File: config.mk
export PLATFORM = sky130hd
export DESIGN_NAME = bus_arbiter
export DESIGN_NICKNAME = d
export VERILOG_FILES = /design/src/rtl/cpu_pkg.sv /design/src/rtl/bus_arbiter_rr.sv /design/src/rtl/bus_arbiter.sv
export SDC_FILE = /design/constraint.sdc
export NUM_CORES = 1
export LEC_CHECK = 0
export ABC_AREA = 1
export CORE_MARGIN = 2
export CORE_UTILIZATION = 40
export DETAILED_ROUTE_END_ITERATION = 8
export PLACE_DENSITY = 0.88
export SKIP_CTS_REPAIR_TIMING = 1
export SLEW_MARGIN = 20
export SYNTH_ARGS = -nofsm -noshare
export SYNTH_HDL_FRONTEND = slang
export SYNTH_SLANG_ARGS = --single-unit
File: constraint.sdc
create_clock -name clk -period 1.9 [get_ports clk]
set_input_delay 0.38 -clock clk [delete_from_list [all_inputs] [get_ports clk]]
set_output_delay 0.38 -clock clk [all_outputs]
set_load 0.01 [all_outputs]
File: src/rtl/cpu_pkg.sv
// Shared types and constants for the memory-bus arbitration path.
package cpu_pkg;

    typedef enum logic [1:0] {
        IDLE  = 2'd0,
        START = 2'd1,
        WAIT  = 2'd2,
        DONE  = 2'd3
    } arb_state_t;

    localparam logic PORT_FETCH = 1'b0;
    localparam logic PORT_DATA  = 1'b1;

    localparam logic MODE_READ  = 1'b0;
    localparam logic MODE_WRITE = 1'b1;

endpackage

File: src/rtl/bus_arbiter_rr.sv
// Two-port winner select: round-robin on last-served port, or fixed data-port priority.
module rr_arbiter2
    import cpu_pkg::*;
#(
    parameter bit RR_EN = 1'b1
) (
    input  logic [1:0] req,
    input  logic       ptr,
    output logic [1:0] win
);

    // ptr is the port served last; on conflict the other one wins
    always_comb begin
        win = 2'b00;
        unique case (req)
            2'b11:   win = (RR_EN && ptr == PORT_DATA) ? 2'b01 : 2'b10;
            2'b10:   win = 2'b10;
            2'b01:   win = 2'b01;
            default: win = 2'b00;
        endcase
    end

endmodule

File: src/rtl/bus_arbiter.sv
// Arbitrates fetch and data ports onto one start/complete memory bus,
// latching the winning request and aborting transactions the bus never answers.
module bus_arbiter
    import cpu_pkg::*;
#(
    parameter bit RR_EN   = 1'b1,
    parameter int TIMEOUT = 255,
    parameter int CNT_W   = 8
) (
    input  logic        clk,
    input  logic        rst,
    input  logic [1:0]  req,
    input  logic        mode0,
    input  logic        mode1,
    input  logic [31:0] addr0,
    input  logic [31:0] addr1,
    input  logic [31:0] wdata0,
    input  logic [31:0] wdata1,
    output logic [1:0]  gnt,
    output logic [1:0]  done,
    output logic        err,
    output logic [31:0] rdata,
    output logic [31:0] BUS_addr,
    output logic [31:0] BUS_wdata,
    output logic        BUS_mode,
    output logic        BUS_start_transaction,
    input  logic [31:0] BUS_rdata,
    input  logic        BUS_rdata_valid,
    input  logic        BUS_write_done
);

    localparam logic [CNT_W-1:0] TO_LAST = CNT_W'(TIMEOUT - 1);

    arb_state_t       state;
    logic [CNT_W-1:0] cnt;
    logic             last;
    logic [1:0]       win;
    logic             cmpl;

    rr_arbiter2 #(
        .RR_EN(RR_EN)
    ) u_arb (
        .req(req),
        .ptr(last),
        .win(win)
    );

    // Only the completion matching the latched mode ends the transaction
    assign cmpl = (BUS_mode == MODE_WRITE) ? BUS_write_done : BUS_rdata_valid;

    always_ff @(posedge clk) begin
        if (rst) begin
            state                 <= IDLE;
            gnt                   <= 2'b00;
            done                  <= 2'b00;
            err                   <= 1'b0;
            rdata                 <= '0;
            BUS_addr              <= '0;
            BUS_wdata             <= '0;
            BUS_mode              <= MODE_READ;
            BUS_start_transaction <= 1'b0;
            cnt                   <= '0;
            last                  <= PORT_FETCH;
        end else begin
            unique case (state)
                IDLE: begin
                    if (|req) begin
                        gnt                   <= win;
                        BUS_addr              <= win[1] ? addr1 : addr0;
                        BUS_wdata             <= win[1] ? wdata1 : wdata0;
                        BUS_mode              <= win[1] ? mode1 : mode0;
                        BUS_start_transaction <= 1'b1;
                        state                 <= START;
                    end
                end
                START: begin
                    BUS_start_transaction <= 1'b0;
                    cnt                   <= '0;
                    state                 <= WAIT;
                end
                WAIT: begin
                    if (cmpl) begin
                        if (BUS_mode == MODE_READ) rdata <= BUS_rdata;
                        done  <= gnt;
                        err   <= 1'b0;
                        state <= DONE;
                    end else if (TIMEOUT != 0 && cnt == TO_LAST) begin
                        rdata <= '0;
                        done  <= gnt;
                        err   <= 1'b1;
                        state <= DONE;
                    end else begin
                        cnt <= cnt + 1'b1;
                    end
                end
                DONE: begin
                    done  <= 2'b00;
                    err   <= 1'b0;
                    gnt   <= 2'b00;
                    last  <= gnt[1];
                    state <= IDLE;
                end
                default: state <= IDLE;
            endcase
        end
    end

endmodule

==> impl_metrics.csv, run 1 <==
group,metric,value,unit
run_status,outcome,"finished clean",
timing,setup_viol,0,
cells_and_area,fin_cells,1219,
power,p_leak,3.68,nW
placement,dpl.cell_count,1187,
routing,wl_per_cell,14.2,um
cells_and_area,mostFrequentLayoutCells,"clkdlybuf4s50_1 (270), nand2_1 (262), dfxtp_1 (113)",
timing,period_share,93.8,%
cells_and_area,area_delta_synth_final,66.9,%
global_route,grt_pass1_vias,5843,
synth,synth-async-reset-ratio,0,%
synth,yosysUniqueCellTypes,26,
timing,rsz0062_at_grt,"false",
hold_path,hp-class,"flip-flop to flip-flop",
clocking,cts_made_buffers,17,
global_route,grt_pass1_wl,27900,um
synth,avgSynthCellArea,6.83,um^2
cells_and_area,fin_area,0.00888,mm^2
cells_and_area,fill_cells,1074,
global_route,overflow,0,
synth,synthesis.area,0.00532,mm^2
clocking,cts_root_buf,"clkbuf_16",
timing,clock_skew,0.0103,ns
critical_path,critPathBufInv,1,
critical_path,cp-start-kind,"flip-flop",
die,die_w,119,um
synth,synth-seq-area-share,42.9,%
synth,synthXorXnorAreaFrac,0.329,%
synth,synthesis.nets,954,
synth,yosys.area.top_type,"dfxtp_1",
power,pwr_density_cell,1280,mW/mm^2
critical_path,worstPathArrival,1.40,ns
routing,routed-via-count,6031,
synth,synth_compound_area_share,15.7,%
synth,yosys.area_share.simple,28.6,%
routing,drt-total-wl,17300,um
cells_and_area,final_common_cell,"clkdlybuf4s50_1",
critical_path,critPathRequiredTime,1.52,ns
cells_and_area,regArea,0.00228,mm^2
synth,synthAdderAreaFrac,1.65,%
die,rows,42,
critical_path,critPathTopFamily,"buffers and inverters",
timing,slew_viol_final,0,
cells_and_area,n_antenna_cell,0,
critical_path,crit_path_cell_trace,"clkdlybuf4s50_1",
die,initial_core_util,40.5,%
global_route,grt_antenna_before_repair,0,
die,chipHeight,119,um
timing,tightest_slew,0.377,ns
timing,max_freq,561,MHz
synth,synth_edf_count,0,
cells_and_area,nets,1205,
placement,hpwl,12300,um
clocking,htree_levels,4,
critical_path,worst-path-max-fanout,5,
die,die_area,0.0142,mm^2
clocking,clockBufferDepth,2,
cells_and_area,multi_input_area,0.00248,mm^2
synth,yosys-top-cells-area,"dfxtp_1 (43%), nand2_1 (19%), a31oi_1 (7.6%)",
placement,port_buffers,270,
clocking,clock_latency,0.42,ns
global_route,grt_max_degree,76,
synth,synth_top_family_by_area,"simple AND/OR/NAND/NOR gates",
timing,min_period,1.78,ns
die,core-area,0.0131,mm^2
die,boundaryPins,271,
synth,synthCells,779,
synth,ys_warn_count,0,
routing,drt_pass1_iterations,5,
synth,synthFlopType,"dfxtp_1",
critical_path,end_kind,"output pin",
routing,viasPerCell,4.95,
routing,drc,0,
power,vdd_drop_max,0.713,mV
timing,report.final.hold_viol_count,0,
flow_run,cap_violations,0,
routing,first_iter_violations,497,
synth,synth_mux_area_share,0,%
timing,whs,0.461,ns
critical_path,cp_slowest_cell,"clkdlybuf4s50_1",
clocking,cts_sinks,114,
global_route,grtUsageTotal,24.5,%
synth,synth_top_area_share,42.9,%
placement,place.gp.congestion,0.790,
clocking,cts.reportedPaths.clkPinSlew,0.05,ns
critical_path,slowest_delay,0.57,ns
clocking,cts_tree,"built",
placement,placed_area,0.00824,mm^2
synth,synth-seq-cells,114,
timing,tns,0,ns
critical_path,crit_type,"flip-flop to output pin",
cells_and_area,drive_gt1_share,6.52,%
timing,max-slew-margin-rel,74.9,%
routing,ant_nets,0,
report_power, final:
part           total [W]  internal, W  switching, W  leakage [nW]
Sequential       0.00345      0.00308      0.000371         0.938
Combinational    0.00445      0.00216       0.00230          2.43
Clock            0.00349      0.00239       0.00111         0.310
synthesized netlist by cell type, types with 2 or more instances:
cell / instances
nor2_1: 42
ha_1: 7
nand2_1: 263
nand2_2: 3
inv_2: 6
clkbuf_1: 22
a21oi_1: 16
xnor2_1: 2
a31oi_1: 65
nand3_1: 17
buf_2: 18
o21ai_0: 69
dfxtp_1: 114
nand4_1: 32
buf_1: 13
inv_1: 77
buf_6: 3
nor2_2: 2
metal layers:
| layer | track usage (%) | routed length (um) |
|---|---|---|
| met5 | 0 | 0 |
| met4 | 11.9 | 685 |
| met3 | 11.1 | 1810 |
| met2 | 40.6 | 8150 |
| met1 | 26.6 | 6630 |
per-stage QoR:
step | power (W) | worst slack, ns | util (%)
2_1_floorplan | 0.00571 | 0.440 | -
3_3_place_gp | 0.00782 | -0.0304 | 62.7
3_5_place_dp | 0.00790 | -0.0469 | 62.7
4_1_cts | 0.0114 | -0.00910 | 67.6
5_1_grt | 0.0121 | 0.0489 | 67.6
6_report | 0.0114 | 0.117 | 67.6
sequential cells by signal (all words and copies together) (netlist names):
| register | count |
|---|---|
| BUS_addr | 32 |
| BUS_mode | 1 |
| BUS_start_transaction | 1 |
| BUS_wdata | 32 |
| cnt | 8 |
| done | 2 |
| err | 1 |
| gnt | 2 |
| last | 1 |
| rdata | 32 |
| state | 2 |
worst paths after layout:
path	start	endpoint	slack, ns	depth (start not counted)
max	BUS_mode$_SDFFE_PP0P_	BUS_mode	0.12	1
min	err$_SDFFE_PP0P_	err$_SDFFE_PP0P_	0.46	2
max reg2reg	cnt[0]$_SDFFE_PP0P_	rdata[17]$_SDFFE_PP0P_	0.22	10
min reg2reg	err$_SDFFE_PP0P_	err$_SDFFE_PP0P_	0.46	2
area by class of cell:
| cell class | instances | share of cell area (%) |
|---|---|---|
| sequential | 114 | 25.7 |
| multi-input combinational | 525 | 27.9 |
| inverter | 83 | 3.51 |
| timing repair buffer | 289 | 33.2 |
| clock buffer | 22 | 5.23 |
| tap | 176 | 2.48 |
| clock inverter | 10 | 2.03 |
cell families after synthesis:
logic type / after synthesis
AOI/OAI and AO/OA: 151
xor gates and xnor gates: 2
adders and majority gates: 7
buffers and inverters: 140
DFF: 114
and+or+nand+nor: 365
(Power assumes the default switching activity.)
==> inputs of run 2 (changes only) <==
--- a/config.mk
+++ b/config.mk
@@ -9,6 +9,7 @@
 export CORE_MARGIN = 2
 export CORE_UTILIZATION = 40
 export DETAILED_ROUTE_END_ITERATION = 8
+export MAX_ROUTING_LAYER = met4
 export PLACE_DENSITY = 0.88
 export SKIP_CTS_REPAIR_TIMING = 1
 export SLEW_MARGIN = 20
==> run 2 against run 1 <==
Net effect:
- fmax about the same
- clock power barely moved
- total power about the same
- die area did not move
- global-route usage is 0.75 points higher
- routed wire length about the same
- first-iteration DRC count is 2.2% higher
- critical path type unchanged
- critical endpoint unchanged
==> impl_metrics.csv, run 2 (synthesis results as in run 1) <==
group,metric,value,unit
die,initial_core_util,40.5,%
clocking,clockBufferDepth,2,
timing,report.final.hold_viol_count,0,
global_route,grt_pass1_wl,27900,um
routing,viasPerCell,4.95,
cells_and_area,final_common_cell,"clkdlybuf4s50_1",
critical_path,crit_type,"flip-flop to output pin",
global_route,grt_pass1_vias,5839,
power,vdd_drop_max,0.714,mV
critical_path,crit_path_cell_trace,"clkdlybuf4s50_1",
timing,tightest_slew,0.382,ns
routing,drt_pass1_iterations,5,
clocking,cts_made_buffers,17,
timing,max_freq,561,MHz
global_route,overflow,0,
global_route,grt_antenna_before_repair,0,
critical_path,critPathBufInv,1,
timing,min_period,1.78,ns
timing,clock_skew,0.00798,ns
die,die_area,0.0142,mm^2
cells_and_area,nets,1205,
flow_run,cap_violations,0,
critical_path,path_depth,1,
run_status,outcome,"finished clean",
routing,drc,0,
critical_path,critPathRequiredTime,1.52,ns
routing,wl_per_cell,14.2,um
critical_path,end_kind,"output pin",
critical_path,worstPathArrival,1.40,ns
power,pwr_density_cell,1280,mW/mm^2
placement,hpwl,12300,um
cells_and_area,drive_gt1_share,6.52,%
timing,setup_viol,0,
critical_path,r2r_cells,10,
power,p_leak,3.68,nW
critical_path,critPathTopFamily,"buffers and inverters",
cells_and_area,mostFrequentLayoutCells,"clkdlybuf4s50_1 (270), nand2_1 (262), dfxtp_1 (113)",
routing,routed-via-count,6030,
timing,max-slew-margin-rel,74.5,%
die,chipHeight,119,um
clocking,clock_latency,0.42,ns
critical_path,cp-start-kind,"flip-flop",
die,die_w,119,um
clocking,cts.reportedPaths.clkPinSlew,0.05,ns
hold_path,whs_path_depth,2,
timing,rsz0062_at_grt,"false",
die,rows,42,
critical_path,worst-path-max-fanout,5,
clocking,cts_root_buf,"clkbuf_16",
routing,drt-total-wl,17300,um
critical_path,slowest_delay,0.57,ns
global_route,grtUsageTotal,25.3,%
routing,first_iter_violations,508,
die,core-area,0.0131,mm^2
critical_path,cp_slowest_cell,"clkdlybuf4s50_1",
die,boundaryPins,271,
timing,tns,0,ns
clocking,cts_sinks,114,
cells_and_area,n_antenna_cell,0,
timing,period_share,93.9,%
cells_and_area,reg_top3,"BUS_addr (32), BUS_wdata (32), rdata (32)",
cells_and_area,area_delta_synth_final,66.9,%
hold_path,hp-class,"flip-flop to flip-flop",
placement,place.gp.congestion,0.801,
global_route,grt_max_degree,76,
timing,slew_viol_final,0,
placement,port_buffers,270,
cells_and_area,fin_util,67.6,%
clocking,htree_levels,4,
clocking,cts_tree,"built",
routing,ant_nets,0,
[run 2: cell counts in the layout (fill, tap and decap cells not counted)]
No cell type changed its count.
[run 2: layout make-up]
cell class	instances	area (um^2)
flip-flops and latches	114	2280
repair buffers	289	2950
well taps	176	220
multi-input cells	525	2480
clock buffers	22	464
inverters	83	312
clock inverters	10	180
fillers	1074	4260
[run 2: path summary, 6_finish.rpt]
| kind | end | slack [ns] | startpoint |
|---|---|---|---|
| worst max-delay path | BUS_mode | 0.12 | BUS_mode$_SDFFE_PP0P_ |
| worst min-delay path | err$_SDFFE_PP0P_ | 0.46 | err$_SDFFE_PP0P_ |
| worst max register to register | rdata[17]$_SDFFE_PP0P_ | 0.22 | cnt[0]$_SDFFE_PP0P_ |
| worst min register to register | err$_SDFFE_PP0P_ | 0.46 | err$_SDFFE_PP0P_ |
[run 2: per-stage QoR]
| stage | worst slack (ns) | power, W | cell area (um^2) | std cells | hold slack [ns] |
|---|---|---|---|---|---|
| 2_1_floorplan | 0.440 | 0.00571 | 5320 | 779 | 0.449 |
| 3_3_place_gp | -0.0304 | 0.00782 | 8240 | 1187 | 0.456 |
| 3_5_place_dp | -0.0469 | 0.00790 | 8240 | 1187 | 0.457 |
| 4_1_cts | -0.00910 | 0.0114 | 8880 | 1219 | 0.465 |
| 5_1_grt | 0.0496 | 0.0121 | 8880 | 1219 | 0.480 |
| 6_report | 0.117 | 0.0114 | 8880 | 1219 | 0.461 |
[run 2: power breakdown]
part           internal, W  switching, W
combinational      0.00216       0.00229
clock              0.00239       0.00112
sequential         0.00308      0.000374
[run 2: per-layer routing]
layer	track usage, %	up-vias	share of wire (%)
met1	27.6	2700	39
met5	-	-	0
met3	8.96	56	9.3
met4	12.9	0	3.9
li1	-	3020	-
met2	40.8	254	48
==> inputs of run 3 (changes only) <==
--- a/config.mk
+++ b/config.mk
@@ -7,10 +7,10 @@
 export LEC_CHECK = 0
 export ABC_AREA = 1
 export CORE_MARGIN = 2
-export CORE_UTILIZATION = 40
+export CORE_UTILIZATION = 36
 export DETAILED_ROUTE_END_ITERATION = 8
 export MAX_ROUTING_LAYER = met4
-export PLACE_DENSITY = 0.88
+export PLACE_DENSITY = 0.84
 export SKIP_CTS_REPAIR_TIMING = 1
 export SLEW_MARGIN = 20
 export SYNTH_ARGS = -nofsm -noshare
==> constraint.sdc (replaced) <==
create_clock -name clk -period 1.6 [get_ports clk]
set_input_delay 0.32 -clock clk [delete_from_list [all_inputs] [get_ports clk]]
set_output_delay 0.32 -clock clk [all_outputs]
set_load 0.01 [all_outputs]
==> run 3 against run 2 <==
Net effect:
- final cell count rose by 2.4%
- utilization fell by 2.8 points
- combinational power rose by 31%
- die area rose by 11%
- clock skew fell by 0.00096 ns
- final area rose by 5.7%
- global-route usage fell by 2.7 points
==> impl_metrics.csv, run 3 (synthesis results as in run 1) <==
group,metric,value,unit
run_status,outcome,"finished clean",
timing,min_period,1.49,ns
timing,setup_viol,0,
placement,port_buffers,270,
routing,drt_pass1_iterations,5,
timing,whs,0.465,ns
critical_path,r2r_start,"state[0]$_SDFFE_PP0P_",
critical_path,r2r_cells,8,
critical_path,r2r_end,"BUS_wdata[2]$_SDFFE_PP0P_",
routing,drc,0,
clocking,cts.reportedPaths.clkPinSlew,0.05,ns
critical_path,startpoint,"state[0]$_SDFFE_PP0P_",
hold_path,hp-class,"flip-flop to flip-flop",
power,switchingPower,0.00465,W
critical_path,crit_type,"flip-flop to flip-flop",
die,die_area,0.0158,mm^2
critical_path,worstPathArrival,1.82,ns
placement,hpwl,12600,um
critical_path,crit_path_cell_trace,"inv_2 -> ha_4 -> inv_1 -> nor2_4 -> buf_12 -> buf_12 -> o21ai_0 -> a31oi_1",
clocking,clockBufferDepth,2,
power,clkPwrFrac,27.1,%
power,vdd_drop_max,0.838,mV
power,p_seq_share,30.0,%
clocking,cts_tree,"built",
timing,setup_ws,0.106,ns
die,rows,44,
power,p_leak,5.43,nW
global_route,grt_antenna_before_repair,0,
timing,clock_skew,0.00702,ns
clocking,htree_levels,4,
die,initial_core_util,36.8,%
power,p_comb_share,42.9,%
timing,slew_viol_final,0,
flow_run,cap_violations,0,
routing,viasPerCell,4.92,
cells_and_area,reg_top3,"BUS_addr (32), BUS_wdata (32), rdata (32)",
cells_and_area,area_delta_synth_final,76.4,%
timing,max_freq,670,MHz
die,chipHeight,126,um
die,die_w,126,um
critical_path,cpMostUsedCell,"buf_12",
timing,report.final.hold_viol_count,0,
critical_path,cp-start-kind,"flip-flop",
power,p_int,0.00893,W
power,sw_frac_of_total,34.3,%
critical_path,end_kind,"flip-flop",
clocking,clock_latency,0.41,ns
cells_and_area,n_antenna_cell,0,
timing,max-slew-margin-rel,83.6,%
cells_and_area,mostFrequentLayoutCells,"nand2_1 (262), clkdlybuf4s50_1 (167), dfxtp_1 (110)",
critical_path,r2r_slack,0.11,ns
clocking,cts_root_buf,"clkbuf_16",
timing,tns,0,ns
die,boundaryPins,271,
routing,drt-total-wl,18300,um
clocking,cts_sinks,114,
routing,first_iter_violations,389,
critical_path,cp_slowest_cell,"dfxtp_2",
power,pwr_density_cell,1450,mW/mm^2
global_route,grt_pass1_vias,5903,
hold_path,hold_end,"done[0]$_SDFFE_PP0P_",
global_route,grtUsageTotal,22.6,%
hold_path,whs_path_depth,2,
die,core-area,0.0145,mm^2
placement,place_ws,-0.146,ns
critical_path,critPathRequiredTime,1.93,ns
timing,tightest_slew,0.244,ns
cells_and_area,drive_gt1_share,9.40,%
routing,wl_per_cell,14.7,um
global_route,grt_pass1_wl,28000,um
critical_path,worst-path-max-fanout,25,
routing,routed-via-count,6143,
cells_and_area,final_common_cell,"nand2_1",
hold_path,hp-start,"done[0]$_SDFFE_PP0P_",
routing,ant_nets,0,
global_route,overflow,0,
placement,place.gp.congestion,0.858,
critical_path,slowest_delay,0.33,ns
clocking,cts_made_buffers,17,
cells_and_area,nets,1227,
global_route,grt_max_degree,53,
timing,period_share,93.3,%
-- run 3: changes by cell type in the layout (fill, tap and decap cells not counted), moves of 7 or more --
| cell | before | now |
|---|---|---|
| buf_12 | 8 | 15 |
| dlymetal6s2s_1 | 0 | 103 |
| clkdlybuf4s50_1 | 270 | 167 |
| buf_4 | 11 | 24 |
-- run 3: routing by layer --
| layer | wire length (um) | GRT usage [%] | part of all wire [%] | vias to the layer above |
|---|---|---|---|---|
| li1 | - | - | - | 3072 |
| met1 | 7100 | 23.9 | 39 | 2776 |
| met2 | 9200 | 38.3 | 50 | 259 |
| met3 | 1590 | 7.62 | 8.7 | 36 |
| met4 | 447 | 10.1 | 2.4 | 0 |
| met5 | 0 | - | 0 | - |
-- run 3: cell type report --
cell class,count,area [um^2]
multi-input cells,525,2500
clock inverters,11,113
clock buffers,20,457
repair buffers,311,3490
well taps,184,230
inverters,83,312
fillers,1198,5090
flip-flops and latches,114,2290
-- run 3: critical path: cells and delay by family (launching register included) --
| family | cells | cell delay [ns] |
|---|---|---|
| AOI/OAI and AO/OA | 2 | 0.27 |
| adders and majority gates | 1 | 0.16 |
| buffers and inverters | 4 | 0.47 |
| DFF | 1 | 0.33 |
| and+or+nand+nor | 1 | 0.17 |
-- run 3: how the worst max path moves through the flow --
| stage | end | cells past startpoint |
|---|---|---|
| after floorplan | BUS_addr[10]$_SDFFE_PP0P_ | 8 |
| after global placement | cnt[5]$_SDFFE_PP0P_ | 10 |
| after detailed placement | err$_SDFFE_PP0P_ | 9 |
| after CTS | BUS_mode | 1 |
| after global routing | BUS_wdata[2]$_SDFFE_PP0P_ | 8 |
| final | BUS_wdata[2]$_SDFFE_PP0P_ | 8 |
-- run 3: power by group through the flow --
stage               sequential (W)  combinational, W  clock [W]
floorplan                  0.00443           0.00235          0
global placement           0.00411           0.00562          0
detailed placement         0.00412           0.00569          0
CTS                        0.00409           0.00575    0.00373
global route               0.00417           0.00640    0.00388
finish                     0.00407           0.00583    0.00369
-- run 3: through the flow --
step                      total power, W  util [%]  cell area, um^2  cells
after floorplan                  0.00678         -             5320    779
after global placement           0.00973      58.4             8460   1212
after detailed placement         0.00982      58.4             8460   1212
after CTS                         0.0136      62.4             9030   1243
after global routing              0.0144      64.9             9390   1248
final                             0.0136      64.9             9390   1248
